`src/rtl/move_pkg.sv`:
```
// Shared constants for the 2048 move input path: direction one-hots ({R,L,D,U}),
// arbiter state encoding and the default debounce window.
package move_pkg;
  localparam int NUM_BTNS            = 4;
  localparam int DEBOUNCE_CYCLES_DEF = 500000;

  localparam logic [NUM_BTNS-1:0] DIR_U = 4'b0001;
  localparam logic [NUM_BTNS-1:0] DIR_D = 4'b0010;
  localparam logic [NUM_BTNS-1:0] DIR_L = 4'b0100;
  localparam logic [NUM_BTNS-1:0] DIR_R = 4'b1000;

  typedef enum logic [1:0] {
    IDLE    = 2'd0,
    PENDING = 2'd1,
    ISSUED  = 2'd2
  } move_state_e;

  // Lowest set bit wins, which gives U > D > L > R for the {R,L,D,U} order.
  function automatic logic [NUM_BTNS-1:0] prio_pick(input logic [NUM_BTNS-1:0] req);
    return req & (~req + 4'd1);
  endfunction
endpackage

```
`src/rtl/move_input_conditioner_if.sv`:
```
// Button/move bundle between the board-side stimulus and the move conditioner.
interface move_input_conditioner_if;
  logic       BtnU_raw;
  logic       BtnD_raw;
  logic       BtnL_raw;
  logic       BtnR_raw;
  logic       ready;
  logic       up;
  logic       down;
  logic       left;
  logic       right;
  logic [3:0] btn_level;
  logic       dropped;

  modport master (
    output BtnU_raw, BtnD_raw, BtnL_raw, BtnR_raw, ready,
    input  up, down, left, right, btn_level, dropped
  );
  modport slave (
    input  BtnU_raw, BtnD_raw, BtnL_raw, BtnR_raw, ready,
    output up, down, left, right, btn_level, dropped
  );
endinterface

```
`src/rtl/move_input_conditioner_button_debouncer.sv`:
```
// One push-button: synchroniser, stability counter, debounced level and a
// single-cycle press flag on the debounced rising edge.
module button_debouncer
  import move_pkg::*;
#(
  parameter int DEBOUNCE_CYCLES = DEBOUNCE_CYCLES_DEF,
  parameter int SYNC_STAGES     = 2
) (
  input  logic Clk,
  input  logic Reset_n,
  input  logic raw_i,
  output logic level_o,
  output logic press_o
);
  localparam int CNT_W  = (DEBOUNCE_CYCLES > 1) ? $clog2(DEBOUNCE_CYCLES) : 1;
  localparam int FILL_W = $clog2(SYNC_STAGES + 1);

  logic [SYNC_STAGES-1:0] sync_q, sync_d;
  logic [CNT_W-1:0]       cnt_q, cnt_d;
  logic [FILL_W-1:0]      fill_q, fill_d;
  logic                   level_q, level_d;
  logic                   level_dly_q, level_dly_d;
  logic                   armed_q, armed_d;
  logic                   synced, primed;

  assign synced = sync_q[SYNC_STAGES-1];
  assign primed = (fill_q == FILL_W'(SYNC_STAGES));

  always_comb begin
    sync_d      = {sync_q[SYNC_STAGES-2:0], raw_i};
    cnt_d       = '0;
    level_d     = level_q;
    level_dly_d = level_q;
    fill_d      = primed ? fill_q : fill_q + 1'b1;
    // A button held through reset must be seen released before it may press.
    armed_d     = armed_q | (primed & ~synced);
    if (synced != level_q) begin
      if (cnt_q == CNT_W'(DEBOUNCE_CYCLES - 1)) level_d = synced;
      else                                     cnt_d   = cnt_q + 1'b1;
    end
  end

  always_ff @(posedge Clk or negedge Reset_n) begin
    if (!Reset_n) begin
      sync_q      <= '0;
      cnt_q       <= '0;
      fill_q      <= '0;
      level_q     <= 1'b0;
      level_dly_q <= 1'b0;
      armed_q     <= 1'b0;
    end else begin
      sync_q      <= sync_d;
      cnt_q       <= cnt_d;
      fill_q      <= fill_d;
      level_q     <= level_d;
      level_dly_q <= level_dly_d;
      armed_q     <= armed_d;
    end
  end

  assign level_o = level_q;
  assign press_o = level_q & ~level_dly_q & armed_q;
endmodule

```
`src/rtl/move_input_conditioner.sv`:
```
// Four debounced buttons feeding a one-move-at-a-time arbiter that hands a
// single-cycle move pulse to the game FSM once it reports ready.
module move_input_conditioner
  import move_pkg::*;
#(
  parameter int DEBOUNCE_CYCLES = DEBOUNCE_CYCLES_DEF,
  parameter int SYNC_STAGES     = 2
) (
  input logic                     Clk,
  input logic                     Reset_n,
  move_input_conditioner_if.slave bus
);
  logic [NUM_BTNS-1:0] raw, level, press, pick;
  logic [NUM_BTNS-1:0] dir_q, dir_d, mv_q, mv_d;
  logic                drop_q, drop_d;
  move_state_e         state_q, state_d;

  assign raw = {bus.BtnR_raw, bus.BtnL_raw, bus.BtnD_raw, bus.BtnU_raw};

  for (genvar i = 0; i < NUM_BTNS; i++) begin : g_btn
    button_debouncer #(
      .DEBOUNCE_CYCLES(DEBOUNCE_CYCLES),
      .SYNC_STAGES    (SYNC_STAGES)
    ) u_db (
      .Clk    (Clk),
      .Reset_n(Reset_n),
      .raw_i  (raw[i]),
      .level_o(level[i]),
      .press_o(press[i])
    );
  end

  assign pick = prio_pick(press);

  always_comb begin
    state_d = state_q;
    dir_d   = dir_q;
    mv_d    = '0;
    drop_d  = 1'b0;
    case (state_q)
      IDLE: begin
        if (|press) begin
          dir_d   = pick;
          drop_d  = |(press & ~pick);
          state_d = PENDING;
        end
      end
      PENDING: begin
        drop_d = |press;
        if (bus.ready) begin
          mv_d    = dir_q;
          state_d = ISSUED;
        end
      end
      ISSUED: begin
        // Stay here until the game FSM leaves WAIT, so one press = one move.
        drop_d = |press;
        if (!bus.ready) state_d = IDLE;
      end
      default: state_d = IDLE;
    endcase
  end

  always_ff @(posedge Clk or negedge Reset_n) begin
    if (!Reset_n) begin
      state_q <= IDLE;
      dir_q   <= '0;
      mv_q    <= '0;
      drop_q  <= 1'b0;
    end else begin
      state_q <= state_d;
      dir_q   <= dir_d;
      mv_q    <= mv_d;
      drop_q  <= drop_d;
    end
  end

  assign bus.up        = mv_q[0];
  assign bus.down      = mv_q[1];
  assign bus.left      = mv_q[2];
  assign bus.right     = mv_q[3];
  assign bus.btn_level = level;
  assign bus.dropped   = drop_q;
endmodule

```
`src/flat_wrapper.sv`:
```
// flat-port wrapper written by rule: the top's interface ports become plain ports
module move_input_conditioner_flat import move_pkg::*;
#(
  parameter int DEBOUNCE_CYCLES = DEBOUNCE_CYCLES_DEF,
  parameter int SYNC_STAGES     = 2
)
  (Clk, Reset_n, bus_BtnU_raw, bus_BtnD_raw, bus_BtnL_raw, bus_BtnR_raw, bus_ready, bus_up, bus_down, bus_left, bus_right, bus_btn_level, bus_dropped);
  move_input_conditioner_if bus_i ();
  input logic Clk;
  input logic Reset_n;
  input wire logic [$bits(bus_i.BtnU_raw)-1:0] bus_BtnU_raw;
  input wire logic [$bits(bus_i.BtnD_raw)-1:0] bus_BtnD_raw;
  input wire logic [$bits(bus_i.BtnL_raw)-1:0] bus_BtnL_raw;
  input wire logic [$bits(bus_i.BtnR_raw)-1:0] bus_BtnR_raw;
  input wire logic [$bits(bus_i.ready)-1:0] bus_ready;
  output wire logic [$bits(bus_i.up)-1:0] bus_up;
  output wire logic [$bits(bus_i.down)-1:0] bus_down;
  output wire logic [$bits(bus_i.left)-1:0] bus_left;
  output wire logic [$bits(bus_i.right)-1:0] bus_right;
  output wire logic [$bits(bus_i.btn_level)-1:0] bus_btn_level;
  output wire logic [$bits(bus_i.dropped)-1:0] bus_dropped;
  assign bus_i.BtnU_raw = bus_BtnU_raw;
  assign bus_i.BtnD_raw = bus_BtnD_raw;
  assign bus_i.BtnL_raw = bus_BtnL_raw;
  assign bus_i.BtnR_raw = bus_BtnR_raw;
  assign bus_i.ready = bus_ready;
  assign bus_up = bus_i.up;
  assign bus_down = bus_i.down;
  assign bus_left = bus_i.left;
  assign bus_right = bus_i.right;
  assign bus_btn_level = bus_i.btn_level;
  assign bus_dropped = bus_i.dropped;
  move_input_conditioner #(.DEBOUNCE_CYCLES(DEBOUNCE_CYCLES), .SYNC_STAGES(SYNC_STAGES)) u_core (.Clk(Clk), .Reset_n(Reset_n), .bus(bus_i));
endmodule
```
`config.mk`:
```
export PLATFORM = sky130hd
export DESIGN_NAME = move_input_conditioner_flat
export DESIGN_NICKNAME = d
export VERILOG_FILES = /design/src/rtl/move_pkg.sv /design/src/rtl/move_input_conditioner_if.sv /design/src/rtl/move_input_conditioner_button_debouncer.sv /design/src/rtl/move_input_conditioner.sv /design/src/flat_wrapper.sv
export SDC_FILE = /design/constraint.sdc
export NUM_CORES = 1
export LEC_CHECK = 0
export CAP_MARGIN = 25
export CORE_AREA = 2 2 128 130
export DETAILED_ROUTE_END_ITERATION = 12
export DIE_AREA = 0 0 130 132
export PLACE_DENSITY_LB_ADDON = 0.15
export SLEW_MARGIN = 10
export SYNTH_ARGS = -nofsm -noshare
export SYNTH_HDL_FRONTEND = slang
export SYNTH_SLANG_ARGS = --single-unit
```
`constraint.sdc`:
```
create_clock -name Clk -period 2 [get_ports Clk]
set_input_delay 0.3 -clock Clk [delete_from_list [all_inputs] [get_ports Clk]]
set_output_delay 0.3 -clock Clk [all_outputs]
set_load 0.01 [all_outputs]
```
==> flow_summary_export.csv, run 1 <==
group,metric,value,unit
detailed_routing,drt_iter0_markers,172,
synth,syn_area_per_cell,10.2,um^2
placed_design,dp_hpwl,7.01,mm
floorplan,core,15700,um^2
detailed_routing,drtAntennaViolNets,0,
global_route,grt_usage,0.135,
timing,finalCritPeriodShare,0.999,
worst_setup_path,critPathMaxFanout,2,
global_route,grt_pass1_vias,3841,
synth,synth.distinct_cells,41,
layout,n_antenna_cell,0,
timing,drv_slew,0,
detailed_routing,drtPass1Iterations,4,
floorplan,io-pin-count,16,
clock_tree,htree_levels,4,
floorplan,dieWidth,130,um
worst_setup_path,crit_family,"simple AND/OR/NAND/NOR gates",
worst_setup_path,crit_path_top_delay_cell,"or4_4",
worst_setup_path,required,2290,ps
synth,syn-num-nets,552,
worst_setup_path,critPathBufInv,0,
worst_hold_path,hold_class,"input port to flip-flop",
placed_design,gp_congestion,0.814,
run_status,status,"finished, final reports clean",
layout,layout.nets,594,
detailed_routing,drt-total-wl,10.5,mm
layout,drive_gt1_frac,0.128,
worst_setup_path,critical_path.max_stage_delay,560,ps
clock_tree,cts_tree,"built",
layout,areaGrowthSynthToFinish,22.3,%
pwr,ir_drop,569,uV
run,maxCapViolCount,0,
clock_tree,cts-root-buf,"clkbuf_16",
synth,ys_warn_count,0,
floorplan,die_y,132,um
synth,synth_simple_gate_area_share,0.235,
synth,yosysTopAreaCell,"dfrtp_1",
worst_setup_path,endpoint_kind,"flip-flop",
synth,seq_area_frac_synth,0.530,
synth,synth_area_leaders,"dfrtp_1 (53%), xnor2_1 (6.3%), nor2_1 (5.2%), xor2_1 (4.0%), nand4_1 (3.2%)",
global_route,gr-total-overflow,0,
synth,synth_compound_area_frac,0.0553,
layout,fin_area,6650,um^2
timing,final.setup_skew,6.68,ps
floorplan,die_area,17200,um^2
pwr,p_clk_frac,0.560,
synth,synth_fa_ha_area_frac,0.0276,
clock_tree,clkLatencyLatePin,410,ps
pwr,p_switching,1.18,mW
timing,slew_headroom,0.605,
pwr,pwr_density_cell,873,nW/um^2
timing,rsz0062_at_grt,"true",
pwr,leakagePower,2.76,nW
placed_design,place_area,5980,um^2
worst_setup_path,startpoint_type,"flip-flop",
timing,min_period,2000,ps
global_route,grt_first_pass_wirelength,18.4,mm
timing,max_slew.worst_pin.slew,593,ps
synth,synth.area.mux_share,0.0177,
clock_tree,cts_buffer_depth,2,
pwr,power_frac_comb,0.028,
clock_tree,cts_sinks,115,
clock_tree,clk_pin_slew,50,ps
synth,ys_ff_latch,115,
detailed_routing,wl_per_cell,13.1,um
timing,final-hold-violation-count,0,
worst_setup_path,cp.arrival,2290,ps
worst_setup_path,path_class,"flip-flop to flip-flop",
timing,finalSetupTns,0,ps
timing,fmax,0.501,GHz
detailed_routing,vias,3833,
worst_setup_path,cp_cell_sequence,"or4b_4, or4_4, nor2_4, mux2_4",
placed_design,port_buffers,15,
timing,setup_viol,0,
pwr,netSwitchingFraction,0.203,
detailed_routing,via_per_inst,4.77,
synth,netlist_area,5430,um^2
detailed_routing,drc,0,
clock_tree,cts_buffers,17,
global_route,antenna_found_initial,0,
synth,synth_cells,533,
layout,final_common_cell,"dfrtp_1",
pwr,p_seq_frac,0.412,
pwr,p_total,5.80,mW
synth,synth_top_family_by_area,"simple AND/OR/NAND/NOR gates",
layout,final_cell_mix,"dfrtp_1 (115), nor2_1 (74), xnor2_1 (39)",
layout,final_core_util,0.423,
synth,synth_xor_area_frac,0.103,
global_route,grt_max_degree,43,
floorplan,rows,46,
floorplan,initial_utilization,0.346,
synth,synth_top_area_share,0.530,
pwr,power.internal,4.62,mW
-- metrics by stage --
step / setup slack [ps] / instances / hold WS [ps]
5_1_grt: -48.8 / 804 / 316
3_3_place_gp: -7.95 / 770 / 337
3_5_place_dp: -34.1 / 770 / 340
4_1_cts: 9.04 / 804 / 309
2_1_floorplan: -13.0 / 533 / 4.41
6_report: 2.23 / 804 / 329
-- sequential cells by signal, summed over array words and instances (netlist names) --
| signal | flops |
|---|---|
| u_core.g_btn.u_db.fill_q | 8 |
| u_core.bus.dropped | 1 |
| u_core.g_btn.u_db.armed_q | 4 |
| u_core.dir_q | 4 |
| u_core.mv_q | 4 |
| u_core.state_q | 2 |
| u_core.g_btn.u_db.sync_q | 8 |
| u_core.g_btn.u_db.cnt_q | 76 |
| u_core.g_btn.u_db.level_o | 4 |
| u_core.g_btn.u_db.level_dly_q | 4 |
-- timing repair --
action	in CTS	in global routing
hold endpoints to repair	38	0
resized for setup	0	3
cloned	0	0
endpoints found under the setup margin	1	19
setup buffers	1	0
pin swaps	2	0
hold buffers	1	0
-- routing by layer --
metal  global-route usage  wire [um]
met1                0.183       5290
met2                0.200       4750
met3               0.0446        344
met4               0.0496        134
met5                    0          0
-- logic make-up (layout without fill, tap and decap cells) --
group	count (synthesis)	in the layout
DFF	115	115
muxes	9	9
xor gates and xnor gates	64	64
buffers and inverters	38	93
AOI/OAI and AO/OA	48	48
adders and majority gates	12	12
and+or+nand+nor	247	247
-- Yosys cell counts --
| master | n |
|---|---|
| a211oi_1 | 3 |
| a21o_1 | 5 |
| a21oi_1 | 12 |
| a31o_2 | 2 |
| a32o_1 | 1 |
| and2_1 | 5 |
| and3_1 | 10 |
| and3b_1 | 4 |
| and4_1 | 5 |
| buf_4 | 4 |
| buf_6 | 2 |
| clkbuf_1 | 11 |
| dfrtp_1 | 115 |
| ha_1 | 12 |
| inv_1 | 21 |
| mux2_2 | 5 |
| mux2i_1 | 4 |
| nand2_1 | 32 |
| nand2b_1 | 3 |
| nand3_1 | 27 |
| nand3b_1 | 1 |
| nand4_1 | 28 |
| nor2_1 | 76 |
| nor3_1 | 15 |
| nor4_1 | 20 |
| nor4b_1 | 1 |
| nor4bb_1 | 3 |
| o21a_1 | 1 |
| o21ai_0 | 15 |
| o21ai_1 | 3 |
| o21ai_4 | 1 |
| o31ai_1 | 4 |
| o41ai_1 | 1 |
| or2_2 | 5 |
| or3_1 | 5 |
| or4_1 | 4 |
| or4_2 | 1 |
| or4_4 | 1 |
| or4b_1 | 1 |
| xnor2_1 | 39 |
| xor2_1 | 25 |
-- path summary, 6_finish.rpt --
| path | from | end | slack, ps | depth (start not counted) |
|---|---|---|---|---|
| max in group asynchronous | Reset_n | u_core.g_btn[1].u_db.cnt_q[8] | 940 | 3 |
| hold reg to reg | u_core.g_btn[1].u_db.sync_q[0] | u_core.g_btn[1].u_db.sync_q[1] | 350 | 0 |
| setup reg to reg | u_core.g_btn[1].u_db.cnt_q[14] | u_core.g_btn[1].u_db.level_o | 2 | 4 |
| min in group asynchronous | Reset_n | u_core.g_btn[0].u_db.fill_q[0] | 450 | 2 |
| setup / recovery | u_core.g_btn[1].u_db.cnt_q[14] | u_core.g_btn[1].u_db.level_o | 2 | 4 |
| hold / removal | bus_BtnU_raw | u_core.g_btn[0].u_db.sync_q[0] | 330 | 1 |
-- power groups by stage --
| stage | logic (mW) | registers [mW] | clock network (mW) |
|---|---|---|---|
| floorplan | 0.0720 | 2.42 | 0 |
| global placement | 0.165 | 2.43 | 0 |
| detailed placement | 0.167 | 2.43 | 0 |
| CTS | 0.170 | 2.39 | 3.33 |
| global route | 0.189 | 2.40 | 3.43 |
| finish | 0.163 | 2.39 | 3.25 |
-- layout make-up --
| class | instances | area, um^2 |
|---|---|---|
| Clock buffer | 22 | 484 |
| Clock inverter | 10 | 153 |
| Fill cell | 1520 | 9070 |
| Inverter | 21 | 78.8 |
| Multi-Input combinational cell | 380 | 2410 |
| Sequential cell | 115 | 2880 |
| Tap cell | 216 | 270 |
| Timing Repair Buffer | 40 | 375 |
(Power assumes the default switching activity.)
==> run 2, diff against run 1 <==
Settings changed: SLEW_MARGIN 10 to 20, TNS_END_PERCENT from default to 5.
==> flow_summary_export.csv, run 2 (synthesized netlist as in run 1, its figures left out) <==
group,metric,value,unit
run_status,status,"finished with violations",
run_status,violations,"negative setup slack",
detailed_routing,vias,3899,
layout,top_regs,"u_core.g_btn.u_db.cnt_q (76), u_core.g_btn.u_db.fill_q (8), u_core.g_btn.u_db.sync_q (8)",
timing,final-hold-violation-count,0,
layout,n_antenna_cell,0,
run,maxCapViolCount,0,
worst_setup_path,r2r_cells,4,
global_route,grt_max_degree,54,
pwr,leakagePower,2.72,nW
pwr,power.internal,4.08,mW
timing,rsz0062_at_grt,"true",
detailed_routing,via_per_inst,4.84,
clock_tree,cts_buffers,17,
pwr,p_switching,1.16,mW
floorplan,die_y,132,um
placed_design,gp_congestion,0.835,
timing,slew_headroom,0.695,
timing,drv_slew,0,
pwr,netSwitchingFraction,0.221,
global_route,antenna_found_initial,0,
timing,setup_ws,-22.3,ps
pwr,p_seq_frac,0.456,
pwr,power_frac_comb,0.030,
pwr,pwr_density_cell,801,nW/um^2
worst_setup_path,path_class,"flip-flop to flip-flop",
timing,setup_viol,1,
floorplan,initial_utilization,0.346,
pwr,p_clk_frac,0.513,
floorplan,die_area,17200,um^2
floorplan,rows,46,
clock_tree,cts-root-buf,"clkbuf_16",
global_route,grt_pass1_vias,3912,
layout,regMostFlops,"u_core.g_btn.u_db.cnt_q",
detailed_routing,drt_iter0_markers,279,
clock_tree,cts_sinks,115,
layout,layout.nets,596,
detailed_routing,drc,0,
layout,final_common_cell,"dfrtp_1",
layout,instances_no_fill,806,
layout,largest_reg_flops,76,
floorplan,dieWidth,130,um
placed_design,dp_hpwl,7.33,mm
timing,fmax,0.494,GHz
placed_design,dpl.cell_count,772,
detailed_routing,drt-total-wl,10.8,mm
timing,max_slew.worst_pin.slew,454,ps
pwr,ir_drop,612,uV
clock_tree,cts_tree,"built",
floorplan,core,15700,um^2
worst_hold_path,whs_path_depth,1,
layout,fin_area,6540,um^2
timing,min_period,2020,ps
timing,finalCritPeriodShare,1.01,
layout,final_cell_mix,"dfrtp_1 (115), nor2_1 (75), xnor2_1 (39)",
worst_setup_path,required,2290,ps
layout,drive_gt1_frac,0.127,
detailed_routing,drtAntennaViolNets,0,
global_route,grt_usage,0.138,
worst_setup_path,critPathMaxFanout,2,
placed_design,place_area,5980,um^2
clock_tree,cts_buffer_depth,2,
clock_tree,clkLatencyLatePin,410,ps
global_route,gr-total-overflow,0,
clock_tree,htree_levels,4,
global_route,grt_first_pass_wirelength,18.8,mm
layout,fill_cells,1539,
timing,final.setup_skew,8.54,ps
detailed_routing,wl_per_cell,13.4,um
floorplan,io-pin-count,16,
timing,finalSetupTns,-22.3,ps
worst_setup_path,endpoint_kind,"flip-flop",
worst_setup_path,cp.arrival,2310,ps
detailed_routing,drtPass1Iterations,4,
layout,areaGrowthSynthToFinish,20.4,%
placed_design,port_buffers,15,
worst_setup_path,startpoint_type,"flip-flop",
clock_tree,clk_pin_slew,50,ps
worst_hold_path,hold_class,"input port to flip-flop",
## run 2: layout make-up
type,count,area [um^2],area share
Tap cell,216,270,0.0413
Timing Repair Buffer,42,378,0.0577
Inverter,21,78.8,0.0120
Clock inverter,9,56.3,0.00860
Clock buffer,23,478,0.0730
Multi-Input combinational cell,380,2400,0.367
Sequential cell,115,2880,0.440
## run 2: power groups by stage
stage / Clock [mW] / Combinational (mW) / Sequential, mW
final: 2.69 / 0.160 / 2.39
after global routing: 2.89 / 0.186 / 2.40
after CTS: 2.78 / 0.167 / 2.39
after detailed placement: 0 / 0.164 / 2.43
after global placement: 0 / 0.160 / 2.43
after floorplan: 0 / 0.0718 / 2.42
## run 2: what timing repair did
action | in CTS | in global routing
setup buffers | 0 | 1
hold buffers | 1 | 0
gates resized for setup | 0 | 3
setup endpoints to repair | 1 | 16
pin swaps | 1 | 3
hold endpoints to repair | 28 | 0
## run 2: stage by stage
| step | setup WS, ps | hold slack, ps | util | total power, mW |
|---|---|---|---|---|
| floorplan | -13.0 | 4.41 | - | 2.49 |
| global placement | -3.38 | 262 | 0.381 | 2.59 |
| detailed placement | -5.52 | 262 | 0.381 | 2.60 |
| CTS | -15.5 | 318 | 0.416 | 5.34 |
| global route | -71.0 | 312 | 0.416 | 5.48 |
| finish | -22.3 | 334 | 0.416 | 5.24 |
## run 2: worst max-delay path: stages (launching register included)
cell and delay, ps:
dfrtp_1 380, or4b_4 540, or4_4 570, nor2_4 120, mux2_4 300
## run 2: path summary, 6_finish.rpt
check / start / end / slack, ps
min in group asynchronous: Reset_n / u_core.g_btn[0].u_db.cnt_q[7] / 360
max: u_core.g_btn[1].u_db.cnt_q[14] / u_core.g_btn[1].u_db.level_o / -20
max in group asynchronous: Reset_n / u_core.g_btn[1].u_db.cnt_q[9] / 930
min: bus_BtnU_raw / u_core.g_btn[0].u_db.sync_q[0] / 330
max reg2reg: u_core.g_btn[1].u_db.cnt_q[14] / u_core.g_btn[1].u_db.level_o / -20
min reg2reg: u_core.g_btn[0].u_db.sync_q[0] / u_core.g_btn[0].u_db.sync_q[1] / 350
## run 2: routing by layer
layer,global-route usage,part of all wire,vias to the layer above
li1,-,-,1953
met1,0.188,0.51,1885
met2,0.204,0.45,50
met3,0.0459,0.032,11
met4,0.0484,0.011,0
met5,0,0,-
